===== src/rtl/chime_controller.sv =====
// chime_controller
// Seatbelt warning chime sequencer. A qualified (debounced) alarm request
// drives a train of MAX_BEEPS beeps of ON_CYC cycles high / OFF_CYC cycles
// low. After the train, or when the driver mutes it, the block holds the lamp
// on and the chime off until the request goes away.
//
// Ports:
//   clk        - single clock, rising edge
//   rst        - asynchronous active-high reset
//   alarm      - warning request (registered once before use)
//   mute       - driver silence request, sampled every cycle
//   chime      - registered beeper drive (high only while beeping)
//   lamp       - registered dashboard lamp (on while beeping or holding)
//   beep_count - registered number of beeps started in this alarm episode
module chime_controller #(
  parameter int DEBOUNCE_CYC = 4,
  parameter int ON_CYC       = 8,
  parameter int OFF_CYC      = 8,
  parameter int MAX_BEEPS    = 6,
  parameter int CNT_W        = 8
) (
  input  logic       clk,
  input  logic       rst,
  input  logic       alarm,
  input  logic       mute,
  output logic       chime,
  output logic       lamp,
  output logic [3:0] beep_count
);

  typedef enum logic [2:0] {
    IDLE     = 3'd0,
    QUAL     = 3'd1,
    BEEP_ON  = 3'd2,
    BEEP_OFF = 3'd3,
    HOLD     = 3'd4
  } state_t;

  localparam logic [CNT_W-1:0] DEB_LAST = CNT_W'(DEBOUNCE_CYC);
  localparam logic [CNT_W-1:0] ON_LAST  = CNT_W'(ON_CYC - 1);
  localparam logic [CNT_W-1:0] OFF_LAST = CNT_W'(OFF_CYC - 1);
  localparam logic [3:0]       BEEP_MAX = 4'(MAX_BEEPS);

  state_t           state;
  state_t           state_next;
  logic             alarm_q;
  logic [CNT_W-1:0] cnt;
  logic [CNT_W-1:0] cnt_next;
  logic             chime_next;
  logic             lamp_next;
  logic [3:0]       beep_count_next;

  // State register. Outputs are registered alongside the state so that they
  // change on the same edge as the state they belong to.
  always_ff @(posedge clk or posedge rst) begin
    if (rst) begin
      alarm_q    <= 1'b0;
      state      <= IDLE;
      cnt        <= '0;
      chime      <= 1'b0;
      lamp       <= 1'b0;
      beep_count <= 4'd0;
    end else begin
      alarm_q    <= alarm;
      state      <= state_next;
      cnt        <= cnt_next;
      chime      <= chime_next;
      lamp       <= lamp_next;
      beep_count <= beep_count_next;
    end
  end

  // Next-state logic. A dropped request always wins over mute.
  // In QUAL the counter holds the number of qualifying cycles already seen;
  // leaving once it reaches DEBOUNCE_CYC places the first chime edge at
  // DEBOUNCE_CYC+2 edges after the alarm is first sampled.
  always_comb begin
    state_next = state;
    case (state)
      IDLE: begin
        if (alarm_q) state_next = QUAL;
      end
      QUAL: begin
        if (!alarm_q)             state_next = IDLE;
        else if (cnt == DEB_LAST) state_next = BEEP_ON;
      end
      BEEP_ON: begin
        if (!alarm_q)            state_next = IDLE;
        else if (mute)           state_next = HOLD;
        else if (cnt == ON_LAST) state_next = BEEP_OFF;
      end
      BEEP_OFF: begin
        if (!alarm_q)       state_next = IDLE;
        else if (mute)      state_next = HOLD;
        else if (cnt == OFF_LAST) begin
          if (beep_count < BEEP_MAX) state_next = BEEP_ON;
          else                       state_next = HOLD;
        end
      end
      HOLD: begin
        if (!alarm_q) state_next = IDLE;
      end
      default: state_next = IDLE;
    endcase
  end

  // Output / datapath logic, derived from the state being entered.
  always_comb begin
    cnt_next        = cnt;
    chime_next      = 1'b0;
    lamp_next       = 1'b0;
    beep_count_next = beep_count;

    // Phase counter clears on every state change and saturates otherwise.
    if (state_next != state) cnt_next = '0;
    else if (cnt != '1)      cnt_next = cnt + CNT_W'(1);

    chime_next = (state_next == BEEP_ON);
    lamp_next  = (state_next == BEEP_ON) || (state_next == BEEP_OFF) ||
                 (state_next == HOLD);

    if (state_next == IDLE)
      beep_count_next = 4'd0;
    else if (state_next == BEEP_ON && state != BEEP_ON)
      beep_count_next = beep_count + 4'd1;
  end

endmodule


===== config.mk =====
export PLATFORM = sky130hd
export DESIGN_NAME = chime_controller
export DESIGN_NICKNAME = d
export VERILOG_FILES = /design/src/rtl/chime_controller.sv
export SDC_FILE = /design/constraint.sdc
export NUM_CORES = 1
export LEC_CHECK = 0
export BUFFER_PORTS_ARGS = -buffer_cell sky130_fd_sc_hd__buf_2
export CAP_MARGIN = 20
export CELL_PAD_IN_SITES_DETAIL_PLACEMENT = 1
export CELL_PAD_IN_SITES_GLOBAL_PLACEMENT = 1
export CORE_MARGIN = 3
export CORE_UTILIZATION = 48
export DETAILED_ROUTE_END_ITERATION = 8
export PLACE_DENSITY = 0.91
export SLEW_MARGIN = 30
export SYNTH_ARGS = -nofsm -noshare
export SYNTH_HDL_FRONTEND = slang
export SYNTH_SLANG_ARGS = --single-unit
export TNS_END_PERCENT = 50

===== constraint.sdc =====
create_clock -name clk -period 6 [get_ports clk]
set_clock_uncertainty 0.15 [all_clocks]
set_input_delay 0.6 -clock clk [delete_from_list [all_inputs] [get_ports clk]]
set_output_delay 0.6 -clock clk [all_outputs]
set_load 0.02 [all_outputs]

; After elaboration in Yosys (flattened, before gate mapping)
; Index checks and enable logic that the tools add are counted.
[word_totals]
reg_bits = 18
inputBits = 4
[op_classes]
n_addsub = 2
n_lt_le_gt_ge = 1
n_eq_ne = 12
n_mux = 16
n_reduce_logical = 7
[op_table]
columns = cell, count
row1 = 3-bit two-way mux, 11
row2 = "8-bit by 3-bit equality test with 1-bit output, second input constant", 2
row3 = 8-bit two-way mux, 2
row4 = 3-bit case mux with 5 select lines, 1
row5 = "3-bit by 2-bit equality test with 1-bit output, second input constant", 4
row6 = "8-bit by 1-bit adder with 8-bit output, second input constant", 1
row7 = 4-bit two-way mux, 2
row8 = "8-bit != test, second input constant", 1
row9 = "3-bit equality test, second input constant", 2
row10 = 3-bit zero test, 2
row11 = "4-bit by 1-bit adder with 4-bit output, second input constant", 1
row12 = "4-bit by 3-bit < comparator with 1-bit output, second input constant", 1
row13 = 2-bit nonzero test, 2
row14 = "3-bit by 1-bit equality test with 1-bit output, second input constant", 1
row15 = "3-bit by 2-bit != test with 1-bit output, second input constant", 1
row16 = 3-bit != test, 1
row17 = 1-bit logical OR, 2
row18 = 1-bit logical AND, 1

; Depth between registers and ports, before layout
; Gate-level depths: netlist (run 1).
[depth]
ltp_word = 10
mapped_depth = 7
mapped_depth_nobuf = 7

; Worst setup path before layout (run 1)
; Ideal clock, no wire load.
[synth_timing]
path_type = register -> register
startpoint = register cnt[6]
endpoint = register cnt[2]
setup_time_ns = 0.142
arrival_time_ns = 2.126
required_time_ns = 5.708
path_slack_ns = 3.582
path_stages_with_launch = 7
period_less_slack_ns = 2.418
cell_sequence = dfrtp_1 > or4_4 > buf_6 > or4_1 > a221oi_1 > o311a_2 > nor4b_1
[synth_between]
elab_chain_len = 7
[synth_lines]
columns = element, line_no
row1 = start: declaration, 47  ; logic [CNT_W-1:0] cnt;
row2 = start signal: assignment, 66  ; cnt <= cnt_next;
row3 = 8-bit by 3-bit equality test with 1-bit output, "90, 95"
row4 = 3-bit two-way mux (on tied branches), "95, 90"
row5 = 3-bit two-way mux (on tied branches), "94, 89"
row6 = 3-bit two-way mux (on tied branches), "93, 88"
row7 = 3-bit case mux with 5 select lines, 79  ; case (state)
row8 = 3-bit != test, 115  ; if (state_next != state) cnt_next = '0;
row9 = 8-bit two-way mux or 2-bit nonzero test (tied branches), n/a
; Several ways; a longest one is shown, not always the timed one.
; A chain may end at the register's enable or synchronous reset.

; Worst setup path after layout (run 1)
[layout_timing]
startpoint = register cnt[3]
endpoint = register beep_count[3]
[layout_between]
elab_chain_len = 8
[layout_lines]
columns = element, line_no
row1 = 8-bit by 3-bit equality test with 1-bit output, "90, 95"
row2 = 3-bit two-way mux (on tied branches), "95, 90"
row3 = 3-bit two-way mux (on tied branches), "94, 89"
row4 = 3-bit two-way mux (on tied branches), "93, 88"
row5 = 3-bit case mux with 5 select lines (*), 79
row6 = 3-bit by 2-bit equality test with 1-bit output, 124  ; else if (state_next == BEEP_ON && state != BEEP_ON)
row7 = 1-bit logical AND, 124
row8 = 2-bit nonzero test (no source line), n/a
row9 = end signal: assignment, 69  ; beep_count <= beep_count_next;
row10 = end: declaration, 28  ; output logic [3:0] beep_count
; Mark *: on every way between the ends. The rest lies on a longest branch, timed or not.

==> impl_results.md, run 1 <==
- Routed Antenna Nets: 0
- Synth warn: 0
- RePlAce Congestion: between 0.7 and 0.8
- Pwr Density: approximately 270 nW/um^2
- Worst min-delay path class: input port to register
- Area grow syn2layout: 7.983%
- Post-synth EDFFs: 0
- Max Root-Sink Buffers: 2
- Sequential share of the synthesized area: about 39%
- Worst-Margin Slew: 0.7226 ns
- # rows: 17
- Area of the multi-input gates: approximately 660 sq um
- Net count, final: between 100 and 150
- Max-cap viol count: 0
- Avg Cell Area, Syn: roughly 9.5 sq um
- Synth area leaders: dfrtp_1 39%, nor4b_1 4.5%, nand3_1 3.9%
- Fillers: between 200 and 300
- GRT Residual Overflow: 0
- CTS tree: done
- Combinational power share: a little under a third
- Register Area: roughly 450 sq um
- Synthesized Nets: about 130
- Gate count of the mapped netlist: ~120
- Routed wire length: 3.160 mm
- Switching power: about 0.00012 W
- Register bit total from synthesis: 18
- Post-synth top flop: dfrtp_1
- # DRC: 0
- H-tree lvl count: 1
- Antenna violations before repair: 0
- Slew Limit Fails: 0
- Most frequent cells in the layout: 18 x dfrtp_1, 9 x nand2_1, 9 x nand3_1, 9 x buf_2, 8 x a21oi_1
- Share of cells above drive strength 1: between 10% and 20%
- Distinct cells, synth: 42
- CTS Buf Count: 3
- RSZ-0062 raised after global routing: no
- Seq pwr share: 46.2%
- Tcrit/Tclk final: about 44%
- Pint: 0.0002119 W
- Setup bufs post-CTS: 0
- GRT Total Usage: between 20% and 30%
- Endpoint class of the critical path: register
- Async set-reset flop share out of synthesis: 100.0%
- DIE WIDTH: 55.16 um
- DR pass1 iterations: 4
- DRT iter0 DRCs: 19
- Setup_tns: 0 ns
- Slew headroom: 51.78%
- Initial Util: between 50 and 60%
- Crit path setup slack, layout: approximately 3.4 ns
- Synthesized area: around 1200 sq um
- Reg clk slew, reported paths: approximately 0.11 ns
- Min Tclk post-route: roughly 2.6 ns
- Post-Place Worst Slack: about 3.3 ns
- Final setup viols: 0
- PostCTS Resize Cnt: 0
- Vias in the first global route: ~1000
- Core ar.: roughly 2300 sq um
- Worst skew pair latency: around 0.30 ns
- IO buf count: 9
- CTS Sinks: 18
- Maximum number of pins on one net before global-route repair: 19
- Worst Path Required: 6.07 ns
- Reg-to-reg slack, setup: 3.37 ns
- Commonest non-fill, non-tap cell in the layout: dfrtp_1
- Sw Ratio: 36.52%
- First-pass GRT wire length: slightly above 5 mm
- Vias per cell: between 6 and 7
- Yosys top cell by area: dfrtp_1
- Number of I/O pins: 10
- F_max: about 0.38 GHz
- Routed vias: 1057
- Drt wl/cell: a little under 20 um
- Status: completed
- Peak supply drop: roughly 0.19 mV
- # diodes: 0
- Cts hold-fix bufs: 0
- Leak: between 0.5 and 0.6 nW
- Setup crit start kind: register
- Die H: 55.16 um
- Worst Path Arrival: about 2.7 ns
- Clock share of power: a little under a quarter
- Die ar.: between 3000 and 4000 sq um
- Root Buffer: clkbuf_4
- Final Hold Viols: 0
- Critical path class: register to register
- Critical path peak fanout: 6
- Hpwl dp: about 2.3 mm
- Synth top area share: about two fifths
## routing by layer
metal	wire length, um	up-vias	share of wire [%]	global-route usage, %
li1	-	490	-	-
met1	1355	525	43	29.82
met5	0	-	0	0
met2	1564	32	49	41.34
met4	104	0	3.3	10.12
met3	136	10	4.3	4.558
## stage by stage
step / instances / util [%] / hold slack (ns) / instance area [sq um] / power, W
3_5_place_dp: 155 / 53.94 / 0.4518 / 1216 / 0.0002567
5_1_grt: 159 / 55.55 / 0.2378 / 1252 / 0.0003583
6_report: 159 / 55.55 / 0.2464 / 1252 / 0.0003337
2_1_floorplan: 122 / - / 0.3886 / 1160 / 0.0002300
4_1_cts: 159 / 55.55 / 0.2473 / 1252 / 0.0003341
3_3_place_gp: 155 / 53.94 / 0.4090 / 1216 / 0.0002452
## final timing paths
| check | from | end | cells after the start |
|---|---|---|---|
| worst max-delay path | cnt[3]$_DFFE_PP0P_ | beep_count[3]$_DFFE_PP0P_ | 5 |
| worst min-delay path | alarm | alarm_q$_DFF_PP0_ | 1 |
| worst max register to register | cnt[3]$_DFFE_PP0P_ | beep_count[3]$_DFFE_PP0P_ | 5 |
| worst min register to register | beep_count[3]$_DFFE_PP0P_ | beep_count[3]$_DFFE_PP0P_ | 2 |
| max in group asynchronous | rst | beep_count[3]$_DFFE_PP0P_ | 2 |
| min in group asynchronous | rst | cnt[0]$_DFFE_PP0P_ | 2 |
## registers in the layout, summed over array words and instances, names as in the netlist
register and cells:
state 3, cnt 8, beep_count 4, chime 1, alarm_q 1, lamp 1
## critical path, cell delays in order, from the launching register on
cell and delay (ns):
dfrtp_1 0.46, or4_4 0.61, nor4_4 0.39, o21ba_4 0.22, or4_1 0.52, a21oi_1 0.19
## final cells by class
type                       instances  area share, %
clock buffer                       4          2.897
inverter                           7          2.098
multi-input combinational         93          52.65
sequential                        18          35.96
tap                               28          2.797
timing repair buffer               9          3.596
## synthesized netlist by cell type (all sizes together), types with 5 or more instances
cell   count
nor2       5
a31oi      5
a21oi      8
nor4b      6
inv        7
dfrtp     18
nand3      9
nand2      9
o21ai      6
or4        5
## logic make-up (layout without fill, tap and decap cells)
family                     count (synthesis)  in the layout  share of synthesized area [%]
muxes                                      2              2                          1.726
buffers and inverters                     11             20                          4.315
AOI/OAI and AO/OA                         32             32                          19.63
DFF                                       18             18                          38.83
xor gates and xnor gates                   3              3                          2.266
adders and majority gates                  3              3                          3.237
and+or+nand+nor                           53             53                          29.99
## power groups by stage
stage	clock, W	sequential [W]	combinational [W]
finish	0.0000780	0.000154	0.000102
global route	0.0000852	0.000157	0.000116
CTS	0.0000788	0.000153	0.000102
floorplan	0	0.000149	0.0000807
global placement	0	0.000154	0.0000910
detailed placement	0	0.000156	0.000101
Note: power is estimated with default switching activity, not from simulation.
==> inputs of run 2 (changes only) <==
CORE_UTILIZATION = 45   (was 48)
PLACE_DENSITY = 0.87   (was 0.91)
clock period = 2.5 ns   (was 6 ns; I/O delays follow)
==> impl_results.md, run 2 (synthesis gave the netlist of run 1 again) <==
- Status: completed (unchanged)
- Critical path peak fanout: 8 (was 6)
- Endpoint class of the critical path: register (unchanged)
- DIE WIDTH: 56.77 um (was 55.16 um)
- Die ar.: 3223 sq um (was 3042 sq um)
- Worst Path Required: 2.51 ns (was 6.07 ns)
- Hold Startpoint: mute (was alarm)
- Final setup viols: 0 (unchanged)
- Combinational power share: 38.5% (was 30.5%)
- Register Area: 451.7 sq um (was 450.4 sq um)
- Worst min-delay path class: input port to register (unchanged)
- Vias in the first global route: 1132 (was 1035)
- Number of I/O pins: 10 (unchanged)
- Final Hold Viols: 0 (unchanged)
- Post-Place Worst Slack: 0.08183 ns (was 3.342 ns)
- First-pass GRT wire length: 5.499 mm (was 5.085 mm)
- F_max: 0.4089 GHz (was 0.3808 GHz)
- Hpwl dp: 2.394 mm (was 2.279 mm)
- Commonest non-fill, non-tap cell in the layout: dfrtp_1 (unchanged)
- DR pass1 iterations: 4 (unchanged)
- Peak supply drop: 0.4165 mV (was 0.1861 mV)
- Min Tclk post-route: 2.446 ns (was 2.626 ns)
- Net count, final: 156 (was 139)
- Vias per cell: 6.554 (was 6.648)
- Switching power: 0.0003040 W (was 0.0001219 W)
- Antenna violations before repair: 0 (unchanged)
- Worst-Margin Slew: 0.7193 ns (was 0.7226 ns)
- Clock share of power: 18.0% (was 23.4%)
- Routed wire length: 3.421 mm (was 3.160 mm)
- Seq pwr share: 43.4% (was 46.2%)
- # diodes: 0 (unchanged)
- IO buf count: 9 (unchanged)
- Largest registers in the final layout: cnt x8, beep_count x4, state x3 (unchanged)
- Critical path class: register to register (unchanged)
- GRT Residual Overflow: 0 (unchanged)
- Most frequent cells in the layout: 17 x dfrtp_1, 15 x buf_4, 9 x nand3_1, 9 x buf_2 (was 18 x dfrtp_1, 9 x nand2_1, 9 x nand3_1, 9 x buf_2, 8 x a21oi_1)
- Worst Path Arrival: 2.46 ns (was 2.70 ns)
- # rows: 17 (unchanged)
- Routed Antenna Nets: 0 (unchanged)
- Reg-to-reg slack, setup: 0.05 ns (was 3.37 ns)
- Launch point of the worst path: cnt[4]$_DFFE_PP0P_ (was cnt[3]$_DFFE_PP0P_)
- Leak: 0.6217 nW (was 0.5424 nW)
- Final Cell Area: 1395 sq um (was 1252 sq um)
- Root Buffer: clkbuf_4 (unchanged)
- H-tree lvl count: 1 (unchanged)
- Drt wl/cell: 19.55 um (was 19.87 um)
- Placed instance area: 1321 sq um (was 1216 sq um)
- GRT Total Usage: 21.97% (was 24.25%)
- Core ar.: 2318 sq um (was 2255 sq um)
- Tcrit/Tclk final: 97.83% (was 43.77%)
- Reg clk slew, reported paths: 0.10 ns (was 0.11 ns)
- Initial Util: 50.03% (was 51.44%)
- Slew Limit Fails: 0 (unchanged)
- Routed vias: 1147 (was 1057)
- DRT iter0 DRCs: 25 (was 19)
- Share of cells above drive strength 1: 27.21% (was 16.79%)
- Slew headroom: 52.00% (was 51.78%)
- Pwr Density: 588.9 nW/um^2 (was 266.5 nW/um^2)
- RePlAce Congestion: 0.8558 (was 0.7721)
- CTS tree: done (unchanged)
- Die H: 56.77 um (was 55.16 um)
- CTS Sinks: 18 (unchanged)
- # DRC: 0 (unchanged)
- CTS Buf Count: 3 (unchanged)
- Max-cap viol count: 0 (unchanged)
- Fillers: 274 (was 278)
- Most flop-heavy register: cnt (unchanged)
- Area of the multi-input gates: 681.9 sq um (was 659.4 sq um)
- Setup crit start kind: register (unchanged)
- Worst reg2reg path startpoint: cnt[4]$_DFFE_PP0P_ (was cnt[3]$_DFFE_PP0P_)
- Area grow syn2layout: 20.28% (was 7.983%)
- Pint: 0.0005176 W (was 0.0002119 W)
- Crit path setup slack, layout: 0.05435 ns (was 3.374 ns)
- Max Root-Sink Buffers: 2 (unchanged)
- Maximum number of pins on one net before global-route repair: 19 (unchanged)
- Sw Ratio: 37.00% (was 36.52%)
- Max reg flops: 8 (unchanged)
- Worst skew pair latency: 0.30 ns (about the same)
[run 2: cell count changes in the layout (fill, tap and decap cells not counted), sizes merged]
cell and change:
dlygate4sd3 +2, buf +15, clkbuf -1
[run 2: power groups by stage]
| stage | sequential, W | clock, W | combinational [W] |
|---|---|---|---|
| after floorplan | 0.000358 | 0 | 0.000194 |
| after global placement | 0.000359 | 0 | 0.000275 |
| after detailed placement | 0.000361 | 0 | 0.000295 |
| after CTS | 0.000356 | 0.000152 | 0.000300 |
| after global routing | 0.000364 | 0.000169 | 0.000348 |
| final | 0.000357 | 0.000148 | 0.000317 |
[run 2: layout make-up]
type / instances / area share, %
Tap cell: 28 / 2.511
Inverter: 7 / 1.883
Multi-Input combinational cell: 93 / 48.88
Clock buffer: 3 / 1.614
Timing Repair Buffer: 26 / 12.74
Sequential cell: 18 / 32.38
[run 2: final timing paths]
kind / endpoint / cells after the start
setup / recovery: cnt[0]$_DFFE_PP0P_ / 5
hold / removal: cnt[6]$_DFFE_PP0P_ / 3
setup reg to reg: cnt[0]$_DFFE_PP0P_ / 5
hold reg to reg: beep_count[3]$_DFFE_PP0P_ / 2
max in group asynchronous: state[1]$_DFF_PP0_ / 3
min in group asynchronous: beep_count[0]$_DFFE_PP0P_ / 3
[run 2: per-layer routing]
layer	wire [um]	vias up	GRT usage, %	part of all wire (%)
li1	-	525	-	-
met1	1461	575	29.52	43
met2	1737	40	35.64	51
met3	154	7	3.678	4.5
met4	67	0	7.285	2.0
met5	0	-	0	0
[run 2: metrics by stage]
step	TNS (ns)	cells	hold WS (ns)	utilization, %	power (W)
after global placement	0	169	0.2098	56.99	0.0006343
after floorplan	0	122	0.03857	-	0.0005519
final	0	175	0.3665	60.17	0.0008216
after CTS	0	174	0.3582	58.82	0.0008082
after global routing	-0.1027	175	0.3469	60.17	0.0008805
after detailed placement	0	169	0.2101	56.99	0.0006566
[run 2: worst max-delay path, stage by stage, from the launching register on]
cell and delay (ns):
dfrtp_1 0.39, or4_4 0.60, or4_4 0.55, a221oi_2 0.26
o311a_4 0.29, nor4b_1 0.07
[run 2: repair_timing]
action	in CTS	in global routing
hold endpoints to repair	19	0
buffers inserted	0	1
endpoints found under the setup margin	0	8
resized for setup	0	5
hold buffers	2	0
==> inputs of run 3 (changes only) <==
ABC_AREA = 1   (was default)
CORE_UTILIZATION = 43   (was 45)
CTS_CLUSTER_DIAMETER = 100   (was default)
==> impl_results.md, run 3 <==
- Final Util: 52.94% (was 60.17%)
- Initial Util: 47.59% (was 50.03%)
- Final Cell Area: 1239 sq um (was 1395 sq um)
- Most repeated cell in the gate-level netlist after synthesis: nand2_1 (was dfrtp_1)
- Synthesized area: 1114 sq um (was 1160 sq um)
- GRT Residual Overflow: 0 (unchanged)
- CTS tree: done (unchanged)
- DIE WIDTH: 56.89 um (was 56.77 um)
- Placed instance area: 1182 sq um (was 1321 sq um)
- CTS Buf Count: 3 (unchanged)
- Critical path class: register to register (unchanged)
- Setup crit start kind: register (unchanged)
- Post-synth top cells: 30 x nand2_1, 18 x dfrtp_1, 17 x nand3_1 (was 18 x dfrtp_1, 9 x nand2_1, 9 x nand3_1)
- Core ar.: 2340 sq um (was 2318 sq um)
- H-tree lvl count: 1 (unchanged)
- Peak supply drop: 0.3466 mV (was 0.4165 mV)
- RePlAce Congestion: 0.8193 (was 0.8558)
- DR pass1 iterations: 4 (unchanged)
- Worst-Margin Slew: 0.6983 ns (was 0.7193 ns)
- Routed wire length: 2.496 mm (was 3.421 mm)
- Leak: 0.6188 nW (was 0.6217 nW)
- Register bit total from synthesis: 18 (unchanged)
- # DRC: 0 (unchanged)
- Worst skew pair latency: 0.29 ns (was 0.30 ns)
- Distinct cells, synth: 22 (was 42)
- Post-synth top flop: dfrtp_1 (unchanged)
- RSZ-0062 raised after global routing: no
- Reg clk slew, reported paths: 0.11 ns (was 0.10 ns)
- First-pass GRT wire length: 4.540 mm (was 5.499 mm)
- Number of I/O pins: 10 (unchanged)
- Most flop-heavy register: cnt (unchanged)
- Sequential share of the synthesized area: 40.45% (was 38.83%)
- Routed vias: 976 (was 1147)
- Slew headroom: 53.40% (was 52.00%)
- Synth warn: 0 (unchanged)
- Maximum number of pins on one net before global-route repair: 19 (unchanged)
- Endpoint class of the critical path: register (unchanged)
- Critical path peak fanout: 8 (unchanged)
- Post-synth EDFFs: 0 (unchanged)
- Die H: 56.89 um (was 56.77 um)
- F_max: 0.5061 GHz (was 0.4089 GHz)
- Gate count of the mapped netlist: 141 (was 122)
- Final Non-Filler Cells: 183 (was 175)
- Fillers: 297 (was 274)
- Die ar.: 3236 sq um (was 3223 sq um)
- Crit path setup slack, layout: 0.5239 ns (was 0.05435 ns)
- Antenna violations before repair: 0 (unchanged)
- Final setup viols: 0 (unchanged)
- DRT iter0 DRCs: 44 (was 25)
- Worst Path Required: 2.58 ns (was 2.51 ns)
- Hpwl dp: 1.944 mm (was 2.394 mm)
- PostCTS Resize Cnt: 0 (unchanged)
- Placed cell count: 177 (was 169)
- Routed Antenna Nets: 0 (unchanged)
- Share of cells above drive strength 1: 25.81% (was 27.21%)
- Status: completed (unchanged)
- IO buf count: 9 (unchanged)
- CTS Sinks: 18 (unchanged)
- Largest registers in the final layout: cnt x8, beep_count x4, state x3 (unchanged)
- # rows: 17 (unchanged)
- Post-Place Worst Slack: 0.5659 ns (was 0.08183 ns)
- Synthesized Nets: 148 (was 129)
- Area grow syn2layout: 11.24% (was 20.28%)
- Max reg flops: 8 (unchanged)
- Net count, final: 163 (was 156)
- Synth area leaders: dfrtp_1 40%, nand2_1 10%, nand3_1 7.6% (was dfrtp_1 39%, nor4b_1 4.5%, nand3_1 3.9%)
- Yosys top cell by area: dfrtp_1 (unchanged)
- GRT Total Usage: 17.91% (was 21.97%)
- Root Buffer: clkbuf_4 (unchanged)
- Cts hold-fix bufs: 2 (unchanged)
- Min Tclk post-route: 1.976 ns (was 2.446 ns)
- # diodes: 0 (unchanged)
- Max Root-Sink Buffers: 2 (unchanged)
- Avg Cell Area, Syn: 7.898 sq um (was 9.507 sq um)
- Drt wl/cell: 13.64 um (was 19.55 um)
- Setup bufs post-CTS: 0 (unchanged)
- Max-cap viol count: 0 (unchanged)
- Final Hold Viols: 0 (unchanged)
- Slew Limit Fails: 0 (unchanged)
- Worst min-delay path class: input port to register (unchanged)
- Tcrit/Tclk final: 79.04% (was 97.83%)
- Setup_tns: 0 ns (unchanged)
- Async set-reset flop share out of synthesis: 100.0% (unchanged)
- Vias per cell: 5.333 (was 6.554)
- Pwr Density: 484.6 nW/um^2 (was 588.9 nW/um^2)
- Commonest non-fill, non-tap cell in the layout: nand2_1 (was dfrtp_1)
- Worst Path Arrival: 2.05 ns (was 2.46 ns)
- Vias in the first global route: 1062 (was 1132)
- Synth top area share: 40.45% (was 38.83%)
- Most frequent cells in the layout: 30 x nand2_1, 18 x dfrtp_1, 17 x nand3_1 (was 17 x dfrtp_1, 15 x buf_4, 9 x nand3_1, 9 x buf_2)
## run 3: cell count changes after synthesis, sizes merged, moves of 3 or more
cell / delta
nand2: +30
nand3: +9
nor4b: -6
nand4: +3
nor2: +17
inv: +11
or4: -5
a31oi: -5
and3: -3
o31ai: -3
nor4bb: -3
or3: -3
## run 3: cell families (layout without fill, tap and decap cells)
family / Yosys count / after routing / synth area share [%]
buffers and inverters: 19 / 33 / 7.079
adder cells (fa/ha/maj): 3 / 3 / 3.371
XOR/XNOR: 4 / 4 / 3.146
flip-flops: 18 / 18 / 40.45
AND/OR/NAND/NOR: 85 / 85 / 39.10
AO/OA/AOI/OAI: 12 / 12 / 6.855
## run 3: final cells by class
cell class | count | area (sq um) | area share (%)
multi-input cells | 104 | 584.3 | 47.17
flip-flops and latches | 18 | 450.4 | 36.36
clock buffers | 4 | 36.28 | 2.929
inverters | 18 | 67.56 | 5.455
well taps | 28 | 35.03 | 2.828
repair buffers | 11 | 65.06 | 5.253
## run 3: power breakdown
part | internal [W] | switching [W]
clock | 0.0000887 | 0.0000917
sequential | 0.000304 | 0.0000182
combinational | 0.0000330 | 0.0000645
## run 3: worst max-delay path, cell delays in order, from the launching register on
cell and delay (ns):
dfrtp_1 0.42, ha_1 0.27, nand3_1 0.14, nor2_2 0.17
nand3_1 0.08, nand2_1 0.12, nand2_2 0.08, nand2_1 0.09
nand2_2 0.07, nor2_4 0.12, nand2_4 0.11, nor2_2 0.10
## run 3: path summary, 6_finish.rpt
path / startpoint / end / slack (ns) / cells after the start
setup / recovery: cnt[0]$_DFFE_PP0P_ / cnt[5]$_DFFE_PP0P_ / 0.52 / 11
hold / removal: mute / state[0]$_DFF_PP0_ / 0.28 / 6
setup reg to reg: cnt[0]$_DFFE_PP0P_ / cnt[5]$_DFFE_PP0P_ / 0.52 / 11
hold reg to reg: beep_count[1]$_DFFE_PP0P_ / beep_count[1]$_DFFE_PP0P_ / 0.46 / 2
max in group asynchronous: rst / cnt[3]$_DFFE_PP0P_ / 1.31 / 3
min in group asynchronous: rst / cnt[2]$_DFFE_PP0P_ / 0.44 / 3
## run 3: metal layers
layer  track usage (%)  wire, um  vias to the layer above
met2             31.81      1289                       13
met3             4.138        79                        4
met1             20.85      1101                      480
met5                 0         0                        -
met4             5.960        25                        0
li1                  -         -                      479
## run 3: stage by stage
stage | hold WS [ns] | total power, W
4_1_cts | 0.2686 | 0.0006084
5_1_grt | 0.2974 | 0.0006485
2_1_floorplan | 0.03857 | 0.0003958
6_report | 0.2806 | 0.0006003
3_5_place_dp | 0.2099 | 0.0004242
3_3_place_gp | 0.2089 | 0.0004148
